File: src/rtl/uart_alu_pkg.sv
// Shared constants and types for the UART-to-ALU command bridge.
package uart_alu_pkg;

    localparam logic [7:0] HDR_A  = 8'h08;
    localparam logic [7:0] HDR_B  = 8'h10;
    localparam logic [7:0] HDR_OP = 8'h20;

    localparam logic [1:0] ERR_HDR = 2'b01;
    localparam logic [1:0] ERR_TMO = 2'b10;
    localparam logic [1:0] ERR_OVR = 2'b11;

    typedef enum logic [4:0] {
        ST_IDLE    = 5'b00001,
        ST_PAYLOAD = 5'b00010,
        ST_EXEC    = 5'b00100,
        ST_SEND    = 5'b01000,
        ST_WAIT_TX = 5'b10000
    } state_t;

    typedef enum logic [1:0] {
        FR_A,
        FR_B,
        FR_OP
    } frame_t;

endpackage

File: src/rtl/uart_tx_serializer.sv
// Sends an NB_DATA-wide result LSB byte first over a tx_start/tx_done byte handshake.
module uart_tx_serializer
    import uart_alu_pkg::*;
#(
    parameter int unsigned NB_BYTE = 8,
    parameter int unsigned NB_DATA = 16
) (
    input  logic               clk,
    input  logic               i_rst,
    input  logic               i_start,
    input  logic [NB_DATA-1:0] i_data,
    input  logic               i_tx_done,
    output logic               o_tx_start,
    output logic [NB_BYTE-1:0] o_data,
    output logic               o_busy,
    output logic               o_done
);

    localparam int unsigned N_BYTES = NB_DATA / NB_BYTE;
    localparam int unsigned IDX_W   = (N_BYTES > 1) ? $clog2(N_BYTES) : 1;

    state_t             state_q, state_d;
    logic [NB_DATA-1:0] res_q, res_d;
    logic [IDX_W-1:0]   idx_q, idx_d;

    always_ff @(posedge clk or posedge i_rst) begin
        if (i_rst) begin
            state_q <= ST_IDLE;
            res_q   <= '0;
            idx_q   <= '0;
        end else begin
            state_q <= state_d;
            res_q   <= res_d;
            idx_q   <= idx_d;
        end
    end

    always_comb begin
        state_d    = state_q;
        res_d      = res_q;
        idx_d      = idx_q;
        o_tx_start = 1'b0;
        o_done     = 1'b0;
        unique case (state_q)
            ST_IDLE: begin
                if (i_start) begin
                    res_d   = i_data;
                    idx_d   = '0;
                    state_d = ST_SEND;
                end
            end
            ST_SEND: begin
                o_tx_start = 1'b1;
                state_d    = ST_WAIT_TX;
            end
            ST_WAIT_TX: begin
                // Comparing against N_BYTES-1 before the increment keeps idx within its width
                if (i_tx_done) begin
                    if (idx_q == IDX_W'(N_BYTES - 1)) begin
                        o_done  = 1'b1;
                        state_d = ST_IDLE;
                    end else begin
                        idx_d   = idx_q + 1'b1;
                        state_d = ST_SEND;
                    end
                end
            end
            default: state_d = ST_IDLE;
        endcase
    end

    assign o_busy = (state_q != ST_IDLE);
    assign o_data = res_q[idx_q*NB_BYTE +: NB_BYTE];

endmodule

File: src/rtl/uart_alu_ctrl.sv
// Framed UART command parser: loads operands A/B and opcode, strobes the ALU and
// returns the result over UART TX, with header, timeout and overrun error reporting.
module uart_alu_ctrl
    import uart_alu_pkg::*;
#(
    parameter int unsigned NB_BYTE     = 8,
    parameter int unsigned NB_DATA     = 16,
    parameter int unsigned NB_OP       = 6,
    parameter int unsigned TIMEOUT_CYC = 100000
) (
    input  logic               clk,
    input  logic               i_rst,
    input  logic [NB_BYTE-1:0] i_rx,
    input  logic               i_rxDone,
    input  logic               i_txDone,
    output logic               o_tx_start,
    output logic [NB_BYTE-1:0] o_data,
    output logic [NB_OP-1:0]   o_operation,
    output logic [NB_DATA-1:0] o_datoA,
    output logic [NB_DATA-1:0] o_datoB,
    output logic               o_valid,
    input  logic [NB_DATA-1:0] i_result,
    output logic               o_err,
    output logic [1:0]         o_err_code
);

    localparam int unsigned N_BYTES = NB_DATA / NB_BYTE;
    localparam int unsigned CNT_W   = (N_BYTES > 1) ? $clog2(N_BYTES) : 1;
    localparam int unsigned TMO_W   = $clog2(TIMEOUT_CYC + 1);

    state_t             state_q, state_d;
    frame_t             frame_q, frame_d;
    logic [CNT_W-1:0]   byte_cnt_q, byte_cnt_d;
    logic [TMO_W-1:0]   tmo_cnt_q, tmo_cnt_d;
    logic [NB_DATA-1:0] shadow_q, shadow_d;
    logic [NB_DATA-1:0] dato_a_q, dato_a_d;
    logic [NB_DATA-1:0] dato_b_q, dato_b_d;
    logic [NB_OP-1:0]   op_q, op_d;
    logic               err_q, err_d;
    logic [1:0]         err_code_q, err_code_d;

    logic [NB_DATA-1:0] shadow_next;
    logic               last_byte;
    logic               ser_busy;
    logic               ser_done;

    always_ff @(posedge clk or posedge i_rst) begin
        if (i_rst) begin
            state_q    <= ST_IDLE;
            frame_q    <= FR_A;
            byte_cnt_q <= '0;
            tmo_cnt_q  <= '0;
            shadow_q   <= '0;
            dato_a_q   <= '0;
            dato_b_q   <= '0;
            op_q       <= '0;
            err_q      <= 1'b0;
            err_code_q <= '0;
        end else begin
            state_q    <= state_d;
            frame_q    <= frame_d;
            byte_cnt_q <= byte_cnt_d;
            tmo_cnt_q  <= tmo_cnt_d;
            shadow_q   <= shadow_d;
            dato_a_q   <= dato_a_d;
            dato_b_q   <= dato_b_d;
            op_q       <= op_d;
            err_q      <= err_d;
            err_code_q <= err_code_d;
        end
    end

    always_comb begin
        shadow_next = shadow_q;
        for (int unsigned i = 0; i < N_BYTES; i++) begin
            if (byte_cnt_q == CNT_W'(i)) begin
                shadow_next[i*NB_BYTE +: NB_BYTE] = i_rx;
            end
        end
    end

    assign last_byte = (byte_cnt_q == CNT_W'(N_BYTES - 1));

    always_comb begin
        state_d    = state_q;
        frame_d    = frame_q;
        byte_cnt_d = byte_cnt_q;
        tmo_cnt_d  = tmo_cnt_q;
        shadow_d   = shadow_q;
        dato_a_d   = dato_a_q;
        dato_b_d   = dato_b_q;
        op_d       = op_q;
        err_d      = 1'b0;
        err_code_d = '0;
        unique case (state_q)
            ST_IDLE: begin
                if (i_rxDone) begin
                    if (i_rx == NB_BYTE'(HDR_A) || i_rx == NB_BYTE'(HDR_B) ||
                        i_rx == NB_BYTE'(HDR_OP)) begin
                        if (i_rx == NB_BYTE'(HDR_A))      frame_d = FR_A;
                        else if (i_rx == NB_BYTE'(HDR_B)) frame_d = FR_B;
                        else                              frame_d = FR_OP;
                        byte_cnt_d = '0;
                        tmo_cnt_d  = '0;
                        shadow_d   = '0;
                        state_d    = ST_PAYLOAD;
                    end else begin
                        err_d      = 1'b1;
                        err_code_d = ERR_HDR;
                    end
                end
            end
            ST_PAYLOAD: begin
                if (i_rxDone) begin
                    tmo_cnt_d = '0;
                    if (frame_q == FR_OP) begin
                        op_d    = i_rx[NB_OP-1:0];
                        state_d = ST_EXEC;
                    end else begin
                        shadow_d   = shadow_next;
                        byte_cnt_d = byte_cnt_q + 1'b1;
                        // Operands only change once the whole frame has arrived
                        if (last_byte) begin
                            if (frame_q == FR_A) dato_a_d = shadow_next;
                            else                 dato_b_d = shadow_next;
                            shadow_d = '0;
                            state_d  = ST_IDLE;
                        end
                    end
                end else if (tmo_cnt_q == TMO_W'(TIMEOUT_CYC - 1)) begin
                    err_d      = 1'b1;
                    err_code_d = ERR_TMO;
                    tmo_cnt_d  = '0;
                    shadow_d   = '0;
                    state_d    = ST_IDLE;
                end else begin
                    tmo_cnt_d = tmo_cnt_q + 1'b1;
                end
            end
            ST_EXEC:    state_d = ST_SEND;
            ST_SEND:    state_d = ST_WAIT_TX;
            ST_WAIT_TX: begin
                if (ser_done)      state_d = ST_IDLE;
                else if (i_txDone) state_d = ST_SEND;
            end
            default:    state_d = ST_IDLE;
        endcase

        if (i_rxDone && (state_q == ST_EXEC || ser_busy)) begin
            err_d      = 1'b1;
            err_code_d = ERR_OVR;
        end
    end

    assign o_valid     = (state_q == ST_EXEC);
    assign o_operation = op_q;
    assign o_datoA     = dato_a_q;
    assign o_datoB     = dato_b_q;
    assign o_err       = err_q;
    assign o_err_code  = err_code_q;

    uart_tx_serializer #(
        .NB_BYTE (NB_BYTE),
        .NB_DATA (NB_DATA)
    ) u_ser (
        .clk        (clk),
        .i_rst      (i_rst),
        .i_start    (o_valid),
        .i_data     (i_result),
        .i_tx_done  (i_txDone),
        .o_tx_start (o_tx_start),
        .o_data     (o_data),
        .o_busy     (ser_busy),
        .o_done     (ser_done)
    );

endmodule

File: config.mk
export PLATFORM = sky130hd
export DESIGN_NAME = uart_alu_ctrl
export DESIGN_NICKNAME = d
export VERILOG_FILES = /design/src/rtl/uart_alu_pkg.sv /design/src/rtl/uart_tx_serializer.sv /design/src/rtl/uart_alu_ctrl.sv
export SDC_FILE = /design/constraint.sdc
export NUM_CORES = 1
export LEC_CHECK = 0
export CAP_MARGIN = 20
export CORE_MARGIN = 8
export CORE_UTILIZATION = 30
export DETAILED_ROUTE_END_ITERATION = 12
export HOLD_SLACK_MARGIN = 0.15
export SYNTH_ARGS = -nofsm -noshare
export SYNTH_HDL_FRONTEND = slang
export SYNTH_SLANG_ARGS = --single-unit
export TNS_END_PERCENT = 30
File: constraint.sdc
create_clock -name clk -period 4.09 [get_ports clk]
set_input_delay 0.818 -clock clk [delete_from_list [all_inputs] [get_ports clk]]
set_output_delay 0.818 -clock clk [all_outputs]
set_load 0.01 [all_outputs]
==> flow_summary.toml, run 1 <==
[timing]
fin_setup_tns_ns = 0
fmax_ghz = 0.332
skew_ns = 0.0107
tightestPinTransition_ns = 0.908
final-setup-viol-count = 0
final-hold-violation-count = 0
report.final.slew_viol_count = 0
whs_ns = 0.471
grt_setup_unrepaired = "false"
period_needed_ns = 3.01
worst_slack_ns = 1.08
relSlewSlack_pct = 39.4
finalCritPeriodShare_pct = 73.7

[power]
ir_drop_mv = 0.237
p_total_mw = 2.06
p_per_area_nw_per_um2 = 366
p_leak_nw = 2.52

[logic_synthesis]
syn_area_um2 = 4330
ys.flop_type = "dfrtp_1"
netlist.area_leader.share_pct = 53.2
synth_edf_count = 0
syn_nets = 437
yosysSeqAreaShare_pct = 54.4
ys_seq_elements = 94
avgSynthCellArea_um2 = 10.6
synthArstFlopShare_pct = 100
yosys.area.top_type = "dfrtp_1"
syn_inst = 408
yosys_warnings = 0
synthTopCellsByArea = "dfrtp_1 (53%), mux2_2 (12%), nand2_1 (5.4%)"
ys_types = 47

[cells_and_area]
finish.utilization_pct = 39.4
nets = 513
regArea_um2 = 2350
fin_cells = 673
fillers = 1403
final_area_um2 = 5640
multi_input_area_um2 = 1850
syn2layout_area_growth_pct = 30.4
drive_gt1_share_pct = 16.8
diodes = 0

[floorplanning]
io_pins = 79
fp.coreArea_um2 = 14300
die-area_um2 = 18500
start_util_pct = 30.2
fp-row-count = 44
die_y_um = 136
die_x_um = 136

[clock_network]
hold_buffers = 0
ctsLongestPathBuffers = 2
cts_resized = 0
post-cts-setup-buffer-count = 0
cts_made_buffers = 9
htreeDepth = 3
cts.sinks = 94
clk-insertion-delay-late_ns = 0.35
clkTransAtPathRegs_ns = 0.07
cts_tree = "yes"
cts-root-buf = "clkbuf_16"

[setup_path]
cp_data_required_time_ns = 4.33
critPathSlowestCell = "or4_1"
cp-start-kind = "input pin"
worst-path-max-fanout = 10
path_class = "in2reg"
crit_path_max_incr_delay_ns = 0.63
crit_path_cell_trace = "clkdlybuf4s50_1 > or4_1 > nor4_2 > a21oi_1 > buf_6 > a21o_1 > a21o_1"
worstSetupEndpointType = "register"
reg2reg_depth = 5
critical_path_arrival_ns = 3.25
crit_top_cell = "a21o_1"

[global_routing]
grt_pass1_vias = 3414
antenna_found_initial = 0
grt_use_total_pct = 11.9
grt_pass1_wl_um = 17500
grt_max_degree = 52
grt_overflow = 0

[status]
outcome = "finished clean"

[min_path]
holdPathStages = 2
hp-class = "reg2reg"

[place]
dp_slack_ns = 0.735
io_buffer_count = 78
dpl_cell_area_um2 = 5320
gp_congestion = 0.848
dp_cells = 657
dp_hpwl_um = 7620

[detailed_routing]
ant_nets = 0
drc_errors = 0
viasPerCell = 5.04
firstDrtPassIters = 4
routedWlPerCell_um = 15.7
initialDrtViolationCount = 230
vias = 3389
totalWireLength_um = 10600

[flow_run]
cap_violations = 0
==> state kept, by name, summed over array words and instances, names as in the netlist <==
signal         cells
tmo_cnt_q         17
o_datoA           16
o_datoB           16
u_ser.res_q       16
shadow_q           8
o_operation        6
state_q            5
u_ser.state_q      3
frame_q            2
o_err_code         2
byte_cnt_q         1
o_err              1
u_ser.idx_q        1
==> layer usage <==
layer  global-route usage [%]  up-vias  routed length [um]
li1                         -     1620                   -
met1                     14.4     1665                4580
met2                     18.9       95                5120
met3                     4.32        9                 788
met4                     4.70        0                 108
met5                        0        -                   0
==> where the power goes <==
part | internal (mW) | switching [mW] | total, mW
combinational | 0.0684 | 0.0713 | 0.140
clock | 0.556 | 0.349 | 0.905
sequential | 0.971 | 0.0458 | 1.02
total | 1.60 | 0.466 | 2.06
==> layout make-up <==
class                   instances  area share, %
inverters                      10          0.688
repair buffers                 84           15.0
well taps                     184           4.08
multi-input cells             285           32.7
clock inverters                 4           1.38
flip-flops and latches         94           41.7
clock buffers                  12           4.37
==> cells in the mapped netlist, drive strengths merged (3+ instances only) <==
master	count
nor2	19
clkbuf	11
inv	10
o211ai	5
xor2	3
nand2b	6
o21ai	33
mux2	47
nor2b	4
buf	8
or3	9
a22o	3
o31ai	3
nor3	10
dfrtp	92
nand2	62
a21o	3
and3	3
or2	3
a21oi	12
nor4	5
nand3	15
nand4	21
==> worst paths after layout <==
| path | slack (ns) | endpoint | start |
|---|---|---|---|
| max | 1.08 | tmo_cnt_q[5] | i_rx[2] |
| min | 0.47 | o_datoA[13] | o_datoA[13] |
| max reg2reg | 1.38 | tmo_cnt_q[15] | state_q[4] |
| min reg2reg | 0.47 | o_datoA[13] | o_datoA[13] |
| max in group asynchronous | 2.40 | u_ser.state_q[0] | i_rst |
| min in group asynchronous | 0.92 | shadow_q[5] | i_rst |
==> layout by cell type, fill, tap and decap left out, drive strengths merged, types with 2 or more instances in the layout <==
| cell | synthesis | layout |
|---|---|---|
| xor2 | 3 | 3 |
| clkinv | 0 | 2 |
| nand4 | 21 | 21 |
| dfstp | 2 | 2 |
| nor3 | 10 | 10 |
| nand2 | 62 | 62 |
| mux2 | 47 | 47 |
| nor2 | 19 | 19 |
| or2 | 3 | 3 |
| dfrtp | 92 | 92 |
| o21ai | 33 | 33 |
| or4 | 2 | 2 |
| a21oi | 12 | 12 |
| a21o | 3 | 3 |
| nor2b | 4 | 4 |
| a22o | 3 | 3 |
| clkbuf | 11 | 12 |
| buf | 8 | 6 |
| bufinv | 0 | 2 |
| a31oi | 2 | 2 |
| o211ai | 5 | 5 |
| and3 | 3 | 3 |
| mux2i | 2 | 2 |
| nand2b | 6 | 6 |
| a32oi | 2 | 2 |
| o31ai | 3 | 3 |
| clkdlybuf4s50 | 0 | 78 |
| or3 | 9 | 9 |
| nand3 | 15 | 15 |
| inv | 10 | 10 |
| nor4 | 5 | 5 |
==> critical path, delay by kind of cell <==
kind | cells | cell delay (ns)
buffers and inverters | 2 | 0.78
AO/OA/AOI/OAI | 3 | 0.65
AND/OR/NAND/NOR | 2 | 1.00
==> cells by family after synthesis <==
logic type	share of synthesized area (%)
AO/OA/AOI/OAI	9.57
XOR/XNOR	0.607
adder cells (fa/ha/maj)	0.289
buffers and inverters	3.12
flip-flops	54.4
multiplexers	12.7
AND/OR/NAND/NOR	19.3
Power figures use the tool's default switching activity.
==> run 2, diff against run 1 <==
==> constraint.sdc (replaced) <==
create_clock -name clk -period 2.55 [get_ports clk]
set_input_delay 0.51 -clock clk [delete_from_list [all_inputs] [get_ports clk]]
set_output_delay 0.51 -clock clk [all_outputs]
set_load 0.01 [all_outputs]
==> flow_summary.toml, run 2 (synthesized netlist as in run 1, its figures left out) <==
[power]
ir_drop_mv = 0.441
p_total_mw = 3.24
clkPwrFrac_pct = 41.9
p_comb_share_pct = 7.8
switching_share_pct = 23.7
intPower_mw = 2.47
p_per_area_nw_per_um2 = 556
p_sw_mw = 0.768
p_leak_nw = 2.64
power_frac_seq_pct = 50.3

[clock_network]
cts_made_buffers = 9
cts-root-buf = "clkbuf_16"
cts_tree = "yes"
clkTransAtPathRegs_ns = 0.07
cts_resized = 0
ctsLongestPathBuffers = 2
clk-insertion-delay-late_ns = 0.35
hold_buffers = 0
post-cts-setup-buffer-count = 0
htreeDepth = 3
cts.sinks = 94

[timing]
tightestPinTransition_ns = 0.760
relSlewSlack_pct = 49.3
period_needed_ns = 2.42
final-hold-violation-count = 0
skew_ns = 0.0115
whs_ns = 0.471
grt_setup_unrepaired = "false"
fmax_ghz = 0.413
finalCritPeriodShare_pct = 94.9
final-setup-viol-count = 0
report.final.slew_viol_count = 0

[setup_path]
crit_path_max_incr_delay_ns = 0.56
path_class = "reg2out"
cp-start-kind = "register"
crit_path_cell_trace = "nor2_1 > nand3_1 > inv_1 > clkdlybuf4s50_1"
worst-path-max-fanout = 8
cp_data_required_time_ns = 2.04
path_buf_inv = 2
critical_path_arrival_ns = 1.91
critPathSlowestCell = "clkdlybuf4s50_1"
worstSetupEndpointType = "primary output"
crit_family = "buffers and inverters"

[detailed_routing]
firstDrtPassIters = 5
initialDrtViolationCount = 250
totalWireLength_um = 11000
routedWlPerCell_um = 15.8
viasPerCell = 4.97
ant_nets = 0
drc_errors = 0
vias = 3471

[cells_and_area]
fillers = 1385
final_cell_mix = "dfrtp_1 (92), clkdlybuf4s50_1 (78), nand2_1 (62)"
mostFrequentLayoutCell = "dfrtp_1"
diodes = 0
drive_gt1_share_pct = 21.0
max_flop_register = "tmo_cnt_q"
syn2layout_area_growth_pct = 34.6
largest_register_ff_count = 17
nets = 538

[floorplanning]
io_pins = 79
die_x_um = 136
start_util_pct = 30.2
fp-row-count = 44
die-area_um2 = 18500
die_y_um = 136
fp.coreArea_um2 = 14300

[status]
outcome = "finished clean"

[place]
io_buffer_count = 78
dp_hpwl_um = 7770
gp_congestion = 0.799

[global_routing]
grt_max_degree = 95
grt_pass1_wl_um = 18500
grt_overflow = 0
grt_pass1_vias = 3616
grt_use_total_pct = 12.4
antenna_found_initial = 0

[flow_run]
cap_violations = 0

[min_path]
hp-class = "reg2reg"
## run 2: cell types whose count changed in the layout (fill, tap and decap cells not counted), sizes merged
cell and change:
buf +25, clkbuf -1, bufinv -1, clkinvlp +2
## run 2: worst min-delay path: stages (launching register included)
cell and delay [ns]:
dfrtp_1 0.34, nand2_1 0.05, nand2_1 0.05
## run 2: final cells by class
type | instances | area [um2] | share of cell area (%)
clock buffers | 11 | 243 | 4.17
clock inverters | 5 | 56.3 | 0.967
inverters | 10 | 41.3 | 0.709
multi-input cells | 285 | 1850 | 31.7
flip-flops and latches | 94 | 2350 | 40.4
well taps | 184 | 230 | 3.95
repair buffers | 109 | 1050 | 18.0
## run 2: through the flow
| step | utilization (%) | TNS [ns] | instances | area, um2 | setup WS [ns] |
|---|---|---|---|---|---|
| after global placement | 38.6 | 0 | 682 | 5520 | 0.00882 |
| after CTS | 40.7 | 0 | 698 | 5820 | 0.111 |
| final | 40.7 | 0 | 698 | 5820 | 0.130 |
| after global routing | 40.7 | 0 | 698 | 5820 | 0.0153 |
| after floorplan | - | 0 | 408 | 4330 | 0.215 |
| after detailed placement | 38.6 | -0.0200 | 682 | 5520 | -0.0108 |
## run 2: worst paths after layout
check / startpoint / to / slack (ns) / cells past startpoint
max: state_q[0] / o_valid / 0.13 / 4
min: o_datoA[8] / o_datoA[8] / 0.47 / 2
max reg2reg: state_q[2] / tmo_cnt_q[10] / 0.27 / 5
min reg2reg: o_datoA[8] / o_datoA[8] / 0.47 / 2
max in group asynchronous: i_rst / state_q[0] / 1.47 / 3
min in group asynchronous: i_rst / o_datoA[6] / 0.64 / 3
## run 2: power groups by stage
stage	clock [mW]	combinational (mW)	sequential, mW
after floorplan	0	0.128	1.63
after global placement	0	0.251	1.65
after detailed placement	0	0.258	1.65
after CTS	1.40	0.259	1.63
after global routing	1.46	0.285	1.64
final	1.36	0.254	1.63
## run 2: metal layers
layer  up-vias  share of wire, %  global-route usage, %  wire length [um]
li1       1668                 -                      -                 -
met1      1686                44                   15.6              4900
met2       103                48                   19.7              5280
met3        14               6.8                   4.03               746
met4         0               1.0                   4.15               110
met5         -                 0                      0                 0
==> patch: new RTL, config.mk and constraints of run 1 <==
Put one more register stage on the output `o_err`, with the module's reset. The value now appears one clock later. The other outputs are not delayed to match.
--- a/src/rtl/uart_alu_ctrl.sv
+++ b/src/rtl/uart_alu_ctrl.sv
@@ -158,3 +158,9 @@
     assign o_datoB     = dato_b_q;
-    assign o_err       = err_q;
+    always_ff @(posedge clk or posedge i_rst) begin
+        if (i_rst) begin
+            o_err <= '0;
+        end else begin
+            o_err <= err_q;
+        end
+    end
     assign o_err_code  = err_code_q;
Formal check against the unedited RTL: not equivalent (Yosys sat finds a counterexample within 4 cycles, from zero or initial values and one cycle with i_rst high).
==> patch against run 1 <==
Wire length barely moved; global-route usage down 0.055 points; clock power fell by 5.4%; design area is 0.40% higher; register-to-register slack better by 0.12 ns; sequential cell count grew 1; die area up 1.7%; worst setup slack worse by 0.13 ns; first-iteration DRC count is 36% lower; final cell count decreased by 0.45%; power grew 0.76%; synthesized area is 1.9% higher.
==> patch: results (changes against run 1) <==
[metrics] Via-to-Cell Ratio: 5.06 (was 5.04)
[metrics] largest net degree at the start of global routing: 75 (was 52)
[metrics] Worst Path Arrival: 3.36 ns (was 3.25 ns)
[metrics] hold depth: 0 (was 2)
[metrics] ranking of synthesized cells by instance count: 93 x dfrtp_1, 50 x nand2_1, 46 x mux2_2 (was 92 x dfrtp_1, 62 x nand2_1, 47 x mux2_2)
[metrics] detailed-routed wire length on met3: 637 µm (was 788 µm)
[metrics] number of global-route vias before repair: 3,452 (was 3,414)
[metrics] Lkg Pwr: 0.00256 µW (was 0.00252 µW)
[metrics] post-detail-place hpwl: 7590 µm (was 7620 µm)
[metrics] global router's overall resource usage: 11.9% (about the same)
[metrics] worst r2r path cells: 6 (was 5)
[metrics] post-synth cell types: 49 (was 47)
[metrics] weighted congestion at the end of routability-driven global placement: 0.858 (was 0.848)
[metrics] area fraction in compound gates after synthesis: 10.1% (was 9.57%)
[metrics] Cells after DPL: 654 (was 657)
[metrics] post-synthesis mux area share: 12.2% (was 12.7%)
[metrics] wirelength, routed: 10,600 µm (about the same)
[metrics] worst slew margin relative to its limit: 39.8% (was 39.4%)
[metrics] portion of the post-synthesis area used by sequential elements: 54.0% (was 54.4%)
[metrics] first-pass GRT wire length: 17,800 µm (was 17,500 µm)
[metrics] number of DRC markers in iteration 0: 148 (was 230)
[metrics] Synth Instances: 409 (was 408)
[metrics] maximum buffer depth of the clock tree: 2 (unchanged)
[metrics] setup skew after layout: 0.00911 ns (was 0.0107 ns)
[metrics] layout cells sized above 1: 16.5% (was 16.8%)
[metrics] worst vdd rail ir drop: 223 µV (was 237 µV)
[metrics] Synth Area in Adders: 0.284% (was 0.289%)
[metrics] run status: finished, final reports clean (unchanged)
[metrics] Metal-1 WL: 4830 µm (was 4580 µm)
[metrics] xor-xnor portion of the synthesized cell area: 0.795% (was 0.607%)
[metrics] post-synthesis net count: 438 (was 437)
## patch: worst max-delay path, cell delays in order
cell	delay [ns]
clkdlybuf4s50_1	0.63
or4b_1	0.59
nor4_2	0.47
a21oi_1	0.31
buf_4	0.27
o21ai_0	0.16
o21ai_0	0.11
## patch: final cells by class
cell class,count,area (µm²)
inverters,9,36.3
flip-flops and latches,95,2380
well taps,184,230
repair buffers,85,833
clock buffers,9,225
multi-input cells,281,1880
clock inverters,7,76.3
fillers,1439,8760
## patch: report_power, final
group | switching (µW) | leakage (µW) | internal (µW)
clock network | 375 | 0.000148 | 480
logic | 110 | 0.00117 | 89.5
registers | 38.3 | 0.00125 | 984
total | 524 | 0.00256 | 1550
## patch: metal layers
metal | track usage (%) | vias up
met5 | 0 | -
met3 | 3.72 | 7
met1 | 15.3 | 1683
met2 | 18.4 | 85
met4 | 4.22 | 0
li1 | - | 1616
## patch: cell families after synthesis
group,Yosys count
flops,95
compound gates,71
simple gates,157
fa+ha+maj,1
buf+inv,33
mux,48
xor+xnor,4
## patch: final timing paths
check / from / to / slack [ns]
max in group asynchronous: i_rst / o_operation[3] / 2.32
min in group asynchronous: i_rst / o_datoA[4] / 1.04
min reg2reg: err_q / o_err / 0.35
max: i_rxDone / tmo_cnt_q[6] / 0.94
max reg2reg: state_q[4] / tmo_cnt_q[6] / 1.50
min: err_q / o_err / 0.35
## patch: metrics by stage
stage	power [µW]	cell area [µm²]	worst slack [ns]	hold slack, ns
floorplan	1150	4410	0.798	0.331
global placement	1230	5350	0.726	0.333
detailed placement	1240	5360	0.622	0.336
CTS	2110	5660	1.00	0.352
global route	2170	5660	0.816	0.353
finish	2080	5660	0.944	0.349
